`config.mk`:
```
export PLATFORM = sky130hd
export DESIGN_NAME = io_write_arbiter_flat
export DESIGN_NICKNAME = d
export VERILOG_FILES = /design/src/rtl/io_write_arbiter_pkg.sv /design/src/rtl/io_write_arbiter_if.sv /design/src/rtl/io_write_arbiter_rr.sv /design/src/rtl/io_write_arbiter.sv /design/src/flat_wrapper.sv
export SDC_FILE = /design/constraint.sdc
export NUM_CORES = 1
export LEC_CHECK = 0
export ABC_AREA = 1
export ABC_CLOCK_PERIOD_IN_PS = 5500
export BUFFER_PORTS_ARGS = -buffer_cell sky130_fd_sc_hd__clkbuf_2
export CORE_MARGIN = 4
export CORE_UTILIZATION = 43
export CTS_CLUSTER_SIZE = 14
export DETAILED_ROUTE_END_ITERATION = 7
export PLACE_DENSITY = 0.78
export SYNTH_ARGS = -nofsm -noshare
export SYNTH_HDL_FRONTEND = slang
export SYNTH_SLANG_ARGS = --single-unit
export TNS_END_PERCENT = 20
```
`constraint.sdc`:
```
create_clock -name clock -period 5.5 [get_ports clock]
set_clock_uncertainty 0.05 [all_clocks]
set_input_delay 0.825 -clock clock [delete_from_list [all_inputs] [get_ports clock]]
set_output_delay 0.825 -clock clock [all_outputs]
set_load 0.02 [all_outputs]
```
`src/rtl/io_write_arbiter_pkg.sv`:
```
// Shared Octavo I/O helpers: port index sizing and packed write-bus slicing.
package octavo_io_pkg;

  // Width of an index that can address port_count ports (at least 1 bit).
  function automatic int port_index_width(input int port_count);
    return (port_count <= 1) ? 1 : $clog2(port_count);
  endfunction

  // LSB of port's word inside the packed io_write_data bus.
  function automatic int word_lsb(input int port, input int word_width);
    return port * word_width;
  endfunction

endpackage

```
`src/rtl/io_write_arbiter_if.sv`:
```
// Processor write ports plus the merged downstream valid/ready stream.
interface io_write_arbiter_if
  import octavo_io_pkg::*;
#(
  parameter int WORD_WIDTH       = 36,
  parameter int PORT_COUNT       = 4,
  parameter int PORT_COUNT_WIDTH = port_index_width(PORT_COUNT)
);
  logic [PORT_COUNT-1:0]            io_wren;
  logic [PORT_COUNT*WORD_WIDTH-1:0] io_write_data;
  logic [PORT_COUNT-1:0]            io_write_EF;
  logic                             out_valid;
  logic                             out_ready;
  logic [WORD_WIDTH-1:0]            out_data;
  logic [PORT_COUNT_WIDTH-1:0]      out_port;
  logic [PORT_COUNT-1:0]            overflow;
  logic                             overflow_clear;

  // Arbiter side.
  modport slave (
    input  io_wren, io_write_data, out_ready, overflow_clear,
    output io_write_EF, out_valid, out_data, out_port, overflow
  );

  // Processor / consumer side.
  modport master (
    output io_wren, io_write_data, out_ready, overflow_clear,
    input  io_write_EF, out_valid, out_data, out_port, overflow
  );
endinterface

```
`src/rtl/io_write_arbiter_rr.sv`:
```
// Combinational round-robin picker: first request after last_grant, wrapping.
module rr_priority_select
  import octavo_io_pkg::*;
#(
  parameter int PORT_COUNT       = 4,
  parameter int PORT_COUNT_WIDTH = port_index_width(PORT_COUNT)
) (
  input  logic [PORT_COUNT-1:0]       req_i,
  input  logic [PORT_COUNT_WIDTH-1:0] last_grant_i,
  output logic [PORT_COUNT_WIDTH-1:0] grant_o,
  output logic                        any_grant_o
);

  // Walk from last_grant+1 for PORT_COUNT positions; the first hit wins.
  always_comb begin
    int                        idx;
    logic [PORT_COUNT_WIDTH-1:0] idx_w;
    grant_o     = '0;
    any_grant_o = 1'b0;
    for (int k = 1; k <= PORT_COUNT; k++) begin
      idx = int'(last_grant_i) + k;
      if (idx >= PORT_COUNT) idx = idx - PORT_COUNT;
      idx_w = PORT_COUNT_WIDTH'(idx);
      if (!any_grant_o && req_i[idx_w]) begin
        any_grant_o = 1'b1;
        grant_o     = idx_w;
      end
    end
  end

endmodule

```
`src/rtl/io_write_arbiter.sv`:
```
// Merges per-port one-word write slots into one registered, port-tagged stream.
module io_write_arbiter
  import octavo_io_pkg::*;
#(
  parameter int WORD_WIDTH       = 36,
  parameter int PORT_COUNT       = 4,
  parameter int PORT_COUNT_WIDTH = port_index_width(PORT_COUNT)
) (
  input logic              clock,
  input logic              reset_n,
  io_write_arbiter_if.slave bus
);

  logic [PORT_COUNT-1:0]       slot_full_q, slot_full_d;
  logic [WORD_WIDTH-1:0]       slot_data_q [PORT_COUNT];
  logic [WORD_WIDTH-1:0]       slot_data_d [PORT_COUNT];
  logic [PORT_COUNT-1:0]       overflow_q, overflow_d;
  logic                        out_valid_q, out_valid_d;
  logic [WORD_WIDTH-1:0]       out_data_q, out_data_d;
  logic [PORT_COUNT_WIDTH-1:0] out_port_q, out_port_d;
  logic [PORT_COUNT_WIDTH-1:0] last_grant_q, last_grant_d;

  logic                        out_free;
  logic                        any_req;
  logic                        grant_en;
  logic [PORT_COUNT_WIDTH-1:0] grant_idx;

  rr_priority_select #(
    .PORT_COUNT      (PORT_COUNT),
    .PORT_COUNT_WIDTH(PORT_COUNT_WIDTH)
  ) u_rr (
    .req_i       (slot_full_q),
    .last_grant_i(last_grant_q),
    .grant_o     (grant_idx),
    .any_grant_o (any_req)
  );

  // The output register can take a word when empty or emptying this cycle.
  assign out_free = !out_valid_q || bus.out_ready;
  assign grant_en = out_free && any_req;

  // A write into a slot that is draining this cycle is accepted (write-while-drain);
  // a write into a full, non-draining slot is dropped and flagged instead.
  for (genvar gi = 0; gi < PORT_COUNT; gi++) begin : g_slot
    logic drain;
    logic accept;
    assign drain  = grant_en && (grant_idx == PORT_COUNT_WIDTH'(gi));
    assign accept = bus.io_wren[gi] && (!slot_full_q[gi] || drain);
    assign slot_full_d[gi] = bus.io_wren[gi] | (slot_full_q[gi] & ~drain);
    assign slot_data_d[gi] = accept
                           ? bus.io_write_data[word_lsb(gi, WORD_WIDTH) +: WORD_WIDTH]
                           : slot_data_q[gi];
    // A fresh overflow outranks a simultaneous clear.
    assign overflow_d[gi]  = (bus.io_wren[gi] & slot_full_q[gi] & ~drain)
                           | (overflow_q[gi] & ~bus.overflow_clear);
  end

  // Output stage next state: load the granted slot, else retire an accepted word.
  always_comb begin
    out_valid_d  = out_valid_q;
    out_data_d   = out_data_q;
    out_port_d   = out_port_q;
    last_grant_d = last_grant_q;
    if (grant_en) begin
      out_valid_d  = 1'b1;
      out_data_d   = slot_data_q[grant_idx];
      out_port_d   = grant_idx;
      last_grant_d = grant_idx;
    end else if (out_valid_q && bus.out_ready) begin
      out_valid_d = 1'b0;
    end
  end

  // State registers; reset drops every buffered word and gives port 0 first turn.
  always_ff @(posedge clock or negedge reset_n) begin
    if (!reset_n) begin
      slot_full_q  <= '0;
      overflow_q   <= '0;
      out_valid_q  <= 1'b0;
      out_data_q   <= '0;
      out_port_q   <= '0;
      last_grant_q <= PORT_COUNT_WIDTH'(PORT_COUNT - 1);
      for (int i = 0; i < PORT_COUNT; i++) slot_data_q[i] <= '0;
    end else begin
      slot_full_q  <= slot_full_d;
      overflow_q   <= overflow_d;
      out_valid_q  <= out_valid_d;
      out_data_q   <= out_data_d;
      out_port_q   <= out_port_d;
      last_grant_q <= last_grant_d;
      for (int i = 0; i < PORT_COUNT; i++) slot_data_q[i] <= slot_data_d[i];
    end
  end

  assign bus.io_write_EF = slot_full_q;
  assign bus.overflow    = overflow_q;
  assign bus.out_valid   = out_valid_q;
  assign bus.out_data    = out_data_q;
  assign bus.out_port    = out_port_q;

endmodule

```
`src/flat_wrapper.sv`:
```
// flat-port wrapper written by rule: the top's interface ports become plain ports
module io_write_arbiter_flat import octavo_io_pkg::*;
#(
  parameter int WORD_WIDTH       = 36,
  parameter int PORT_COUNT       = 4,
  parameter int PORT_COUNT_WIDTH = port_index_width(PORT_COUNT)
)
  (clock, reset_n, bus_io_wren, bus_io_write_data, bus_out_ready, bus_overflow_clear, bus_io_write_EF, bus_out_valid, bus_out_data, bus_out_port, bus_overflow);
  io_write_arbiter_if #(.WORD_WIDTH(WORD_WIDTH), .PORT_COUNT(PORT_COUNT), .PORT_COUNT_WIDTH(PORT_COUNT_WIDTH)) bus_i ();
  input logic clock;
  input logic reset_n;
  input wire logic [$bits(bus_i.io_wren)-1:0] bus_io_wren;
  input wire logic [$bits(bus_i.io_write_data)-1:0] bus_io_write_data;
  input wire logic [$bits(bus_i.out_ready)-1:0] bus_out_ready;
  input wire logic [$bits(bus_i.overflow_clear)-1:0] bus_overflow_clear;
  output wire logic [$bits(bus_i.io_write_EF)-1:0] bus_io_write_EF;
  output wire logic [$bits(bus_i.out_valid)-1:0] bus_out_valid;
  output wire logic [$bits(bus_i.out_data)-1:0] bus_out_data;
  output wire logic [$bits(bus_i.out_port)-1:0] bus_out_port;
  output wire logic [$bits(bus_i.overflow)-1:0] bus_overflow;
  assign bus_i.io_wren = bus_io_wren;
  assign bus_i.io_write_data = bus_io_write_data;
  assign bus_i.out_ready = bus_out_ready;
  assign bus_i.overflow_clear = bus_overflow_clear;
  assign bus_io_write_EF = bus_i.io_write_EF;
  assign bus_out_valid = bus_i.out_valid;
  assign bus_out_data = bus_i.out_data;
  assign bus_out_port = bus_i.out_port;
  assign bus_overflow = bus_i.overflow;
  io_write_arbiter #(.WORD_WIDTH(WORD_WIDTH), .PORT_COUNT(PORT_COUNT), .PORT_COUNT_WIDTH(PORT_COUNT_WIDTH)) u_core (.clock(clock), .reset_n(reset_n), .bus(bus_i));
endmodule
```
Word-level counts from Yosys, hierarchy flattened
Cells that the tools add are included.
{"block": "op_classes", "mux": 25, "n_bitwise": 30, "n_addsub": 8, "n_eq_ne": 3, "magnitude_cmp": 9, "reduce_logical": 28}
{"cell": "binary-select mux 36 bit (select 2 bit)", "count": 1}
{"cell": "2-to-1 mux 36 bit", "count": 2}
{"cell": "AND 1 bit", "count": 16}
{"cell": "2-to-1 mux 2 bit", "count": 8}
{"cell": "logical AND 1 bit", "count": 13}
{"cell": ">= comparator 3 bit (second input constant)", "count": 4}
{"cell": "< comparator 2 x 3 -> 1 bit (second input constant)", "count": 4}
{"cell": "2-to-1 mux 1 bit", "count": 10}
{"cell": "binary-select mux 1 bit (select 2 bit)", "count": 4}
{"cell": "zero test 1 bit", "count": 8}
{"cell": "OR 1 bit", "count": 8}
{"cell": "subtractor 2 x 1 -> 2 bit (second input constant)", "count": 4}
{"cell": "adder 2 x 2 -> 3 bit (second input constant)", "count": 2}
{"cell": "logical OR 1 bit", "count": 5}
{"cell": "inverter 1 bit", "count": 5}
{"cell": "adder 2 x 3 -> 4 bit (second input constant)", "count": 1}
{"cell": "== test 2 bit (second input constant)", "count": 2}
{"cell": ">= comparator 4 x 3 -> 1 bit (second input constant)", "count": 1}
{"cell": "adder 2 x 1 -> 3 bit (second input constant)", "count": 1}
{"cell": "inverter 2 -> 3 bit", "count": 1}
{"cell": "== test 2 x 1 -> 1 bit (second input constant)", "count": 1}
{"cell": "zero test 2 bit", "count": 1}
{"cell": "nonzero test 2 bit", "count": 1}
{"block": "word_totals", "input_bits": 152, "ff_bits": 193, "elab_cells": 113}

Depth between registers and ports, before layout
Gate-level depths: netlist of the first run.
{"block": "depth", "ltp_word": 20, "ltp_mapped": 18}

Modules after synthesis
A second synthesis of the first run with hierarchy kept.
{"block": "unflattened", "cells_unflattened": 1155, "area_unflattened_um2": 8823.5}
{"module": "io_write_arbiter", "area_per_inst_um2": 8552.0, "cells_each": 1103, "seq_area_each_um2": 4832.1, "instances": 1}
{"module": "rr_priority_select", "area_per_inst_um2": 271.5, "cells_each": 52, "seq_area_each_um2": 0.0, "instances": 1}

Least setup slack after synthesis of the first run
OpenSTA, ideal clock, no wires.
{"block": "synth_path", "kind": "flip-flop to flip-flop", "from": "reg u_core.last_grant_q[0]", "to": "reg u_core.slot_data_q[10] in the netlist's numbering", "arrival_time_ns": 1.957, "stages_incl_launch_ff": 19, "path_buffers": 3, "setup_time_ns": 0.117, "synth_period_minus_slack_ns": 2.124, "slack_ns": 3.376, "cell_sequence": "dfstp_2 -> buf_6 -> inv_6 -> nand2_1 -> nand2_1 -> nand2_2 -> nand2_2 -> nor2_4 -> nand2_1 -> nand2_2 -> nand2_2 -> nor2_4 -> buf_6 -> nand2_2 -> nand2_4 -> nand2_2 -> buf_2 -> nand2_1 -> nand2_1"}
{"block": "synth_via", "elab_chain_cells": 19}
{"item": "start, declared", "line_no": "io_write_arbiter.sv:21", "source": "logic [PORT_COUNT_WIDTH-1:0] last_grant_q, last_grant_d;"}
{"item": "start signal, assigned", "line_no": "io_write_arbiter.sv:82", "source": "last_grant_q <= PORT_COUNT_WIDTH'(PORT_COUNT - 1);"}
{"item": "start signal, assigned", "line_no": "io_write_arbiter.sv:90", "source": "last_grant_q <= last_grant_d;"}
{"item": "adder 2 x 1 -> 3 bit", "line_no": "io_write_arbiter_rr.sv:21", "source": "idx = int'(last_grant_i) + k;"}
{"item": ">= comparator 3 bit or subtractor 2 x 1 -> 2 bit (tied branches)", "line_no": "io_write_arbiter_rr.sv:22", "source": "if (idx >= PORT_COUNT) idx = idx - PORT_COUNT;"}
{"item": "2-to-1 mux 2 bit", "line_no": "io_write_arbiter_rr.sv:22"}
{"item": "binary-select mux 1 bit (select 2 bit)", "line_no": "io_write_arbiter_rr.sv:24", "source": "if (!any_grant_o && req_i[idx_w]) begin"}
{"item": "2-to-1 mux 1 bit (implied by the code)", "line_no": "io_write_arbiter_rr.sv:24"}
{"item": "2-to-1 mux 1 bit", "line_no": "io_write_arbiter_rr.sv:24"}
{"item": "zero test 1 bit", "line_no": "io_write_arbiter_rr.sv:24"}
{"item": "logical AND 1 bit", "line_no": "io_write_arbiter_rr.sv:24"}
{"item": "(+3 left out)"}
{"item": "2-to-1 mux 1 bit", "line_no": "io_write_arbiter_rr.sv:24"}
{"item": "zero test 1 bit", "line_no": "io_write_arbiter_rr.sv:24"}
{"item": "logical AND 1 bit", "line_no": "io_write_arbiter_rr.sv:24"}
{"item": "2-to-1 mux 2 bit or 2-to-1 mux 1 bit (tied branches)", "line_no": "io_write_arbiter_rr.sv:24"}
{"item": "== test 2 bit or logical AND 1 bit (tied branches)", "line_no": "io_write_arbiter.sv:47, io_write_arbiter.sv:40"}
{"item": "logical AND 1 bit (*)", "line_no": "io_write_arbiter.sv:47", "source": "assign drain = grant_en && (grant_idx == PORT_COUNT_WIDTH'(gi));"}
{"item": "logical OR 1 bit (*)", "line_no": "io_write_arbiter.sv:48", "source": "assign accept = bus.io_wren[gi] && (!slot_full_q[gi] || drain);"}
{"item": "logical AND 1 bit (*)", "line_no": "io_write_arbiter.sv:48"}
{"item": "end, declared", "line_no": "io_write_arbiter.sv:15", "source": "logic [WORD_WIDTH-1:0] slot_data_q [PORT_COUNT];"}
Every way passes the cells marked *; elsewhere a longest branch is shown, timed or not. The select of a mux whose other input is x is not followed.
A chain may end at the register's enable or synchronous reset.

Worst setup path after layout of the first run
{"block": "layout_path", "from": "reg u_core.last_grant_q[0]", "to": "reg u_core.slot_data_q[101] in the netlist's numbering"}
{"block": "layout_via", "elab_chain_cells": 19}
{"item": "adder 2 x 1 -> 3 bit", "line_no": "io_write_arbiter_rr.sv:21"}
{"item": ">= comparator 3 bit or subtractor 2 x 1 -> 2 bit (tied branches)", "line_no": "io_write_arbiter_rr.sv:22"}
{"item": "2-to-1 mux 2 bit", "line_no": "io_write_arbiter_rr.sv:22"}
{"item": "binary-select mux 1 bit (select 2 bit)", "line_no": "io_write_arbiter_rr.sv:24"}
{"item": "2-to-1 mux 1 bit (implied by the code)", "line_no": "io_write_arbiter_rr.sv:24"}
{"item": "2-to-1 mux 1 bit", "line_no": "io_write_arbiter_rr.sv:24"}
{"item": "zero test 1 bit", "line_no": "io_write_arbiter_rr.sv:24"}
{"item": "logical AND 1 bit", "line_no": "io_write_arbiter_rr.sv:24"}
{"item": "(+3 left out)"}
{"item": "2-to-1 mux 1 bit", "line_no": "io_write_arbiter_rr.sv:24"}
{"item": "zero test 1 bit", "line_no": "io_write_arbiter_rr.sv:24"}
{"item": "logical AND 1 bit", "line_no": "io_write_arbiter_rr.sv:24"}
{"item": "2-to-1 mux 2 bit or 2-to-1 mux 1 bit (tied branches)", "line_no": "io_write_arbiter_rr.sv:24"}
{"item": "== test 2 x 1 -> 1 bit or logical AND 1 bit (tied branches)", "line_no": "io_write_arbiter.sv:47, io_write_arbiter.sv:40"}
{"item": "logical AND 1 bit (*)", "line_no": "io_write_arbiter.sv:47"}
{"item": "logical OR 1 bit (*)", "line_no": "io_write_arbiter.sv:48"}
{"item": "logical AND 1 bit (*)", "line_no": "io_write_arbiter.sv:48"}
Marks and branches as above.

==> results of run 1 <==
[worst paths after layout]
check	from	to	slack (ns)	cells past startpoint
min	reset_n	u_core.slot_data_q[63]	0.35	1
max	u_core.last_grant_q[0]	u_core.slot_data_q[101]	1.24	14
max reg2reg	u_core.last_grant_q[0]	u_core.slot_data_q[101]	1.24	14
max in group asynchronous	reset_n	u_core.bus.out_data[8]	4.01	2
min in group clock	u_core.slot_data_q[20]	u_core.slot_data_q[20]	0.42	2
min reg2reg	u_core.slot_data_q[20]	u_core.slot_data_q[20]	0.42	2
[critical path, stage by stage (launching register included)]
cell and delay (ns):
dfstp_2 0.66, nand2_1 0.08, nand2_1 0.13, nand2_1 0.10, nand2_1 0.11, nor2_2 0.05
nand2_2 0.08, nand2_2 0.55, a21oi_4 0.75, nand2_1 0.13, nand2_2 0.08, buf_4 0.42
nand2_2 0.60, nand2_1 0.23, nand2_1 0.09
[power groups by stage]
| stage | logic, uW | clock network [uW] | registers (uW) |
|---|---|---|---|
| final | 4030 | 1270 | 2520 |
| after global routing | 4550 | 1340 | 2590 |
| after floorplan | 3080 | 0 | 2580 |
| after CTS | 4070 | 1280 | 2510 |
| after global placement | 3930 | 0 | 2510 |
| after detailed placement | 4050 | 0 | 2530 |
[logic make-up (layout without fill, tap and decap cells)]
logic type | after synthesis | count (layout)
and+or+nand+nor | 867 | 867
AOI/OAI and AO/OA | 10 | 10
DFF | 193 | 193
buffers and inverters | 95 | 261
[sequential cells by signal, summed over array words and instances (netlist names)]
| register | flops |
|---|---|
| u_core.bus.out_port | 2 |
| u_core.bus.out_data | 36 |
| u_core.bus.overflow | 4 |
| u_core.bus.io_write_EF | 4 |
| u_core.bus.out_valid | 1 |
| u_core.last_grant_q | 2 |
| u_core.slot_data_q | 144 |
[cells in the final DEF, fill, tap and decap left out, types with 3 or more instances in the layout]
| cell | count |
|---|---|
| nor2_1 | 5 |
| dfrtp_1 | 191 |
| nand3_2 | 28 |
| o22ai_1 | 4 |
| clkbuf_2 | 197 |
| nor2_4 | 3 |
| clkbuf_16 | 17 |
| nand2_4 | 3 |
| inv_2 | 3 |
| nand2_2 | 17 |
| buf_4 | 8 |
| clkinv_4 | 4 |
| nand2_1 | 650 |
| inv_6 | 3 |
| inv_1 | 18 |
| nand3_1 | 160 |
[through the flow]
step                      instance area, um^2  utilization, %  power (uW)
after detailed placement                10100            48.4        6570
after global placement                  10100            48.4        6440
after floorplan                          9140               -        5660
after global routing                    10700            51.2        8480
after CTS                               10700            51.2        7860
final                                   10700            51.2        7820
[cell type report]
cell class,count,share of cell area (%)
Timing Repair Buffer,207,10.1
Sequential cell,193,45.0
Tap cell,275,3.20
Clock buffer,19,4.13
Clock inverter,13,1.42
Inverter,22,0.816
Multi-Input combinational cell,877,35.4
[routing by layer]
metal | GRT usage [%] | part of all wire [%] | vias to the layer above
met5 | 0 | 0 | -
met4 | 6.52 | 1.7 | 0
met3 | 5.09 | 7.7 | 36
met2 | 37.5 | 49 | 357
met1 | 29.9 | 42 | 3934
li1 | - | - | 3949
==> flow_summary.yaml, run 1 <==
status:
  status: "finished, final reports clean"
clocking:
  cts_hold_buffers: 0
  htree_levels: 4
  cts_tree: "yes"
  clkTransAtPathRegs_ns: 0.07
  postCtsSetupBuffers: 0
  clockBufferDepth: 2
  cts_buffers: 17
  clock_sinks: 193
  insertion_delay_ns: 0.44
  ctsResizeCount: 0
  ctsRootBufferMaster: "clkbuf_16"
power_and_ir_drop:
  seqPwrFrac_pct: 32.2
  p_leak_uw: 0.00606
  p_sw_uw: 3860
  swShare_pct: 49.4
  power_frac_comb_pct: 51.6
  power.density_nw_per_um2: 728
  p_clk_share_pct: 16.2
  intPower_uw: 3950
  vdd_drop_max_uv: 539
logic_synthesis:
  yosysMostFrequentCell: "nand2_1"
  synth_area_leaders: "dfrtp_1 52%, nand2_1 27%, nand3_1 8.8%, nand3_2 3.1%, buf_2 1.7%"
  synthMuxAreaShare_pct: 0
  synth_enable_flop_cells: 0
  synth_top_family_by_area: "simple AND/OR/NAND/NOR gates"
  yosys_register_bits: 193
  yosys.area_share.adder_pct: 0
  yosysWarnings: 0
  synth.net_count: 1317
  synth_xor_area_share_pct: 0
  yosys.area.top_type: "dfrtp_1"
  yosys.area_share.simple_pct: 40.6
  synth_top_area_share_pct: 52.3
  synth_cell_types: 26
  netlist_area_um2: 9140
  synthTopCellsByCount: "652 x nand2_1, 191 x dfrtp_1, 160 x nand3_1"
  synth_compound_area_share_pct: 0.684
  ys_seq_area_share_pct: 52.9
  synth_async_sr_flop_share_pct: 100
  avgSynthCellArea_um2: 7.85
  synthFlopType: "dfrtp_1"
  synth_cells: 1165
place:
  port_buffers: 198
  dp_cells: 1574
  gp_congestion: 0.909
  place_hpwl_mm: 17.3
  place_ws_ns: 1.30
critical_path:
  cp-end-kind: "flop"
  worstPathRequired_ns: 5.76
  startpoint_type: "flop"
  crit_type: "flop to flop"
  critical_path_arrival_ns: 4.52
  crit_fanout: 41
grt:
  grt_pass1_vias: 8085
  overflow: 0
  globalRouteTotalUtil_pct: 22.6
  antenna_found_initial: 0
  grt_start_max_net_pins: 114
  grt_pass1_wl_mm: 42.6
detailed_routing:
  drc: 0
  dr.pass1.iters: 5
  wl_per_cell_um: 16.6
  vias_per_cell: 5.15
  drt_iter0_markers: 667
  vias: 8276
  wl_mm: 26.7
  ant_nets: 0
final_layout:
  drive_gt1_share_pct: 22.4
  nets: 1470
  n_antenna_cell: 0
  final_cells: 1606
  synthToLayoutAreaGrowth_pct: 17.5
  nFillCells: 2010
  regArea_um2: 4830
  multi_input_area_um2: 3800
timing:
  rsz0062_at_grt: "false"
  period_needed_ns: 4.26
  drv_slew: 0
  hold_viol_final: 0
  worst_slew_pin_slew_ns: 1.04
  setup_viol: 0
  period_share_pct: 77.5
  tns_ns: 0
  hold_ws_ns: 0.353
  timing.fmax_ghz: 0.235
  fin_ws_ns: 1.24
  relSlewSlack_pct: 30.5
die:
  initial_core_util_pct: 43.6
  fp.dieW_um: 154
  io_pins: 199
  die_area_um2: 23700
  rows: 53
  fp.coreArea_um2: 21000
  die_h_um: 154
worst_hold_path:
  hp-class: "input port to async pin"
flow_run:
  drv_cap: 0
Power figures use the tool's default switching activity.
==> run 2, diff against run 1 <==
--- a/config.mk
+++ b/config.mk
@@ -6,7 +6,7 @@
 export NUM_CORES = 1
 export LEC_CHECK = 0
 export ABC_AREA = 1
-export ABC_CLOCK_PERIOD_IN_PS = 5500
+export ABC_CLOCK_PERIOD_IN_PS = 4200
 export BUFFER_PORTS_ARGS = -buffer_cell sky130_fd_sc_hd__clkbuf_2
 export CORE_MARGIN = 4
 export CORE_UTILIZATION = 43
==> constraint.sdc (replaced) <==
create_clock -name clock -period 4.2 [get_ports clock]
set_clock_uncertainty 0.05 [all_clocks]
set_input_delay 0.63 -clock clock [delete_from_list [all_inputs] [get_ports clock]]
set_output_delay 0.63 -clock clock [all_outputs]
set_load 0.02 [all_outputs]
==> run 2 against run 1 <==
Net effect: wire length shrank 1.1%; design area is 0.35% higher; non-clock buffer count increased by 5; via count decreased by 0.51%; clock power increased by 33%; critical path depth fell by 1; sequential cell count stayed put; combinational power grew 32%; cell count increased by 0.25%; critical path type unchanged; largest cell class unchanged.
==> flow_summary.yaml, run 2 (same netlist as run 1, synthesis figures left out) <==
status:
  status: "finished, final reports clean"
place:
  gp_congestion: 0.827
  port_buffers: 198
  dp_cells: 1579
  place_hpwl_mm: 17.4
power_and_ir_drop:
  seqPwrFrac_pct: 31.9
  power.density_nw_per_um2: 953
  power_frac_comb_pct: 51.7
  intPower_uw: 5260
  swShare_pct: 48.8
  p_clk_share_pct: 16.4
  p_sw_uw: 5020
  p_leak_uw: 0.00608
  vdd_drop_max_uv: 796
critical_path:
  timing.rr.end: "u_core.slot_data_q[140]"
  crit_path_start: "u_core.last_grant_q[0]"
  reg2reg_slack_ns: 0.59
  startpoint_type: "flop"
  r2r_start: "u_core.last_grant_q[0]"
  crit_fanout: 36
  reg2reg_depth: 13
  worstPathRequired_ns: 4.46
  critical_path_arrival_ns: 3.87
  cp-end-kind: "flop"
  crit_type: "flop to flop"
die:
  die_h_um: 154
  initial_core_util_pct: 43.6
  rows: 53
  fp.dieW_um: 154
  die_area_um2: 23700
  io_pins: 199
  fp.coreArea_um2: 21000
timing:
  timing.fmax_ghz: 0.277
  drv_slew: 0
  period_share_pct: 85.9
  setup_viol: 0
  hold_viol_final: 0
  tns_ns: 0
  relSlewSlack_pct: 34.6
  hold_ws_ns: 0.206
  worst_slew_pin_slew_ns: 0.980
  rsz0062_at_grt: "false"
  period_needed_ns: 3.61
worst_hold_path:
  hp-class: "input port to async pin"
clocking:
  cts_hold_buffers: 0
  cts_buffers: 17
  insertion_delay_ns: 0.43
  clockBufferDepth: 2
  clock_sinks: 193
  htree_levels: 4
  clkTransAtPathRegs_ns: 0.07
  cts_tree: "yes"
  ctsResizeCount: 0
  ctsRootBufferMaster: "clkbuf_16"
  postCtsSetupBuffers: 0
final_layout:
  synthToLayoutAreaGrowth_pct: 17.9
  drive_gt1_share_pct: 22.7
  nets: 1475
  final_cells: 1610
  n_antenna_cell: 0
  layout_commonest_cell: "nand2_1"
  fin_util_pct: 51.4
  largest_reg_flops: 144
  final_cell_mix: "650 x nand2_1, 197 x clkbuf_2, 191 x dfrtp_1"
  regMostFlops: "u_core.slot_data_q"
detailed_routing:
  vias_per_cell: 5.11
  dr.pass1.iters: 7
  wl_mm: 26.4
  ant_nets: 0
  drt_iter0_markers: 588
  drc: 0
  wl_per_cell_um: 16.4
  vias: 8234
grt:
  grt_start_max_net_pins: 108
  globalRouteTotalUtil_pct: 22.5
  grt_pass1_vias: 8178
  grt_pass1_wl_mm: 42.5
  antenna_found_initial: 0
  overflow: 0
flow_run:
  drv_cap: 0
-- run 2: changes by cell type in the layout (fill, tap and decap cells not counted), sizes merged --
| cell | delta |
|---|---|
| bufinv | +1 |
| buf | +5 |
| inv | -2 |
| clkinv | -1 |
| clkinvlp | +1 |
-- run 2: power by group through the flow --
stage                     logic, uW  clock network, uW  registers [uW]
final                          5310               1690            3280
after global routing           5990               1790            3380
after CTS                      5360               1710            3270
after detailed placement       5330                  0            3290
after global placement         5210                  0            3280
after floorplan                4040                  0            3370
-- run 2: worst max path at each step --
stage | endpoint | slack [ns] | depth (start not counted)
3_3_place_gp | u_core.slot_data_q[135] | 0.72 | 13
2_1_floorplan | u_core.slot_data_q[10] | 2.08 | 18
3_5_place_dp | u_core.slot_data_q[122] | 0.62 | 13
4_1_cts | u_core.slot_data_q[140] | 0.58 | 13
5_1_grt | u_core.slot_data_q[137] | 0.31 | 13
6_report | u_core.slot_data_q[140] | 0.59 | 13
-- run 2: final cells by class --
cell class                      instances  area (um^2)
Tap cell                              275          344
Inverter                               22         87.6
Fill cell                            2039        10200
Clock buffer                           19          453
Clock inverter                         12          155
Timing Repair Buffer                  212         1100
Multi-Input combinational cell        877         3800
Sequential cell                       193         4830
-- run 2: critical path: stages (launching register included) --
cell	delay, ns
dfstp_2	0.66
inv_6	0.07
nand2_1	0.09
nand3_1	0.10
nand2_1	0.12
nor2_4	0.06
nand2_2	0.07
nand2_2	0.28
a21oi_4	0.54
nand2_1	0.13
nand2_2	0.37
nand2_2	0.59
nand2_1	0.24
nand2_1	0.09
-- run 2: per-stage QoR --
stage / area (um^2) / total power [uW] / setup slack [ns]
floorplan: 9140 / 7410 / 2.08
global placement: 10200 / 8490 / 0.718
detailed placement: 10200 / 8610 / 0.622
CTS: 10800 / 10300 / 0.575
global route: 10800 / 11200 / 0.306
finish: 10800 / 10300 / 0.593
-- run 2: routing by layer --
metal / wire length (um) / vias up / global-route usage (%)
met5: 0 / - / 0
met4: 361 / 0 / 6.60
met3: 2040 / 25 / 5.09
met2: 12900 / 336 / 36.7
met1: 11100 / 3911 / 30.3
li1: - / 3962 / -
==> run 3, diff against run 2 <==
--- a/config.mk
+++ b/config.mk
@@ -6,7 +6,7 @@
 export NUM_CORES = 1
 export LEC_CHECK = 0
 export ABC_AREA = 1
-export ABC_CLOCK_PERIOD_IN_PS = 4200
+export ABC_CLOCK_PERIOD_IN_PS = 4100
 export BUFFER_PORTS_ARGS = -buffer_cell sky130_fd_sc_hd__clkbuf_2
 export CORE_MARGIN = 4
 export CORE_UTILIZATION = 43
==> constraint.sdc (replaced) <==
create_clock -name clock -period 4.1 [get_ports clock]
set_clock_uncertainty 0.05 [all_clocks]
set_input_delay 0.615 -clock clock [delete_from_list [all_inputs] [get_ports clock]]
set_output_delay 0.615 -clock clock [all_outputs]
set_load 0.02 [all_outputs]
==> run 3 against run 2 <==
Net effect: critical path depth unchanged; hold slack worse by 0.029 ns; non-clock buffer count down 1; largest cell class unchanged; highest routed layer unchanged; sequential power up 2%; sequential share of layout area up 0.11 points.
==> flow_summary.yaml, run 3 (same netlist as run 1, synthesis figures left out) <==
status:
  status: "finished, final reports clean"
critical_path:
  reg2reg_depth: 13
  slowest_delay_ns: 0.66
  critical_path_arrival_ns: 3.82
  cp_slowest_cell: "dfstp_2"
  crit_type: "flop to flop"
  cp-end-kind: "flop"
  crit_path_cell_trace: "inv_6 > nand2_1 > nand3_1 > nand2_1 > nor2_4 > nand2_2 > nand2_2 > nor2_4 > nand2_2 > nand2_4 > nand2_2 > nand2_1 > nand2_1"
  startpoint_type: "flop"
  worstPathRequired_ns: 4.37
  crit_fanout: 39
clocking:
  cts_hold_buffers: 0
  ctsResizeCount: 0
  clock_sinks: 193
  ctsRootBufferMaster: "clkbuf_16"
  clockBufferDepth: 2
  insertion_delay_ns: 0.43
  cts_buffers: 17
  htree_levels: 4
  clkTransAtPathRegs_ns: 0.07
  postCtsSetupBuffers: 0
  cts_tree: "yes"
timing:
  timing.fmax_ghz: 0.282
  rsz0062_at_grt: "false"
  drv_slew: 0
  setup_viol: 0
  tns_ns: 0
  hold_viol_final: 0
  relSlewSlack_pct: 38.3
  worst_slew_pin_slew_ns: 0.925
  period_needed_ns: 3.55
  period_share_pct: 86.5
detailed_routing:
  vias: 8346
  drt_iter0_markers: 610
  ant_nets: 0
  dr.pass1.iters: 5
  wl_mm: 27.1
  drc: 0
  wl_per_cell_um: 16.8
  vias_per_cell: 5.18
die:
  io_pins: 199
  rows: 53
  fp.dieW_um: 154
  fp.coreArea_um2: 21000
  die_area_um2: 23700
  initial_core_util_pct: 43.6
  die_h_um: 154
final_layout:
  nFillCells: 2061
  regArea_um2: 4830
  regMostFlops: "u_core.slot_data_q"
  largest_reg_flops: 144
  final_area_um2: 10700
  multi_input_area_um2: 3800
  final_cell_mix: "650 x nand2_1, 197 x clkbuf_2, 191 x dfrtp_1"
  drive_gt1_share_pct: 22.7
  layout_commonest_cell: "nand2_1"
  nets: 1474
  synthToLayoutAreaGrowth_pct: 17.6
place:
  gp_congestion: 0.871
  place_hpwl_mm: 17.8
  place_area_um2: 10200
  port_buffers: 198
grt:
  grt_pass1_wl_mm: 43.3
  grt_start_max_net_pins: 90
  grt_pass1_vias: 8376
  antenna_found_initial: 1
  globalRouteTotalUtil_pct: 23.0
  overflow: 0
power_and_ir_drop:
  vdd_drop_max_uv: 804
  power.density_nw_per_um2: 974
  p_leak_uw: 0.00607
worst_hold_path:
  hp-class: "input port to async pin"
flow_run:
  drv_cap: 0
## run 3: final cells by class
cell class                 count  share of cell area [%]
sequential                   193                    45.0
multi-input combinational    877                    35.3
timing repair buffer         211                    10.3
clock buffer                  20                    4.34
tap                          275                    3.20
clock inverter                12                   0.990
inverter                      22                   0.815
antenna                        1                  0.0233
## run 3: routing by layer
| metal | vias to the layer above | track usage, % | wire, um |
|---|---|---|---|
| met3 | 30 | 4.84 | 2010 |
| met1 | 4028 | 30.5 | 11300 |
| met5 | - | 0 | 0 |
| li1 | 3957 | - | - |
| met2 | 331 | 38.8 | 13400 |
| met4 | 0 | 6.01 | 355 |
## run 3: critical path: cells and delay by family, from the launching register on
family                 cells  cell delay, ns
AND/OR/NAND/NOR           12            2.61
buffers and inverters      1            0.08
flip-flops                 1            0.66
## run 3: final timing paths
kind / from / to / slack (ns)
setup / recovery: u_core.last_grant_q[0] / u_core.slot_data_q[5] / 0.55
hold / removal: reset_n / u_core.slot_data_q[103] / 0.18
setup reg to reg: u_core.last_grant_q[0] / u_core.slot_data_q[5] / 0.55
hold reg to reg: u_core.slot_data_q[50] / u_core.slot_data_q[50] / 0.42
max in group asynchronous: reset_n / u_core.slot_data_q[129] / 2.86
min in group clock: bus_io_write_data[77] / u_core.slot_data_q[41] / 0.35
## run 3: power by group
| part | switching, uW | internal, uW |
|---|---|---|
| clock | 734 | 887 |
| combinational | 3930 | 1560 |
| sequential | 527 | 2830 |
## run 3: stage by stage
stage               total power, uW  setup slack [ns]  hold WS, ns  utilization (%)  instances
finish                        10500             0.552        0.178             51.3       1611
global route                  11400             0.249        0.237             51.3       1611
CTS                           10500             0.535        0.212             51.3       1610
detailed placement             8840             0.594        0.409             48.5       1578
global placement               8650             0.770        0.404             48.5       1578
floorplan                      7590              1.98        0.269                -       1165
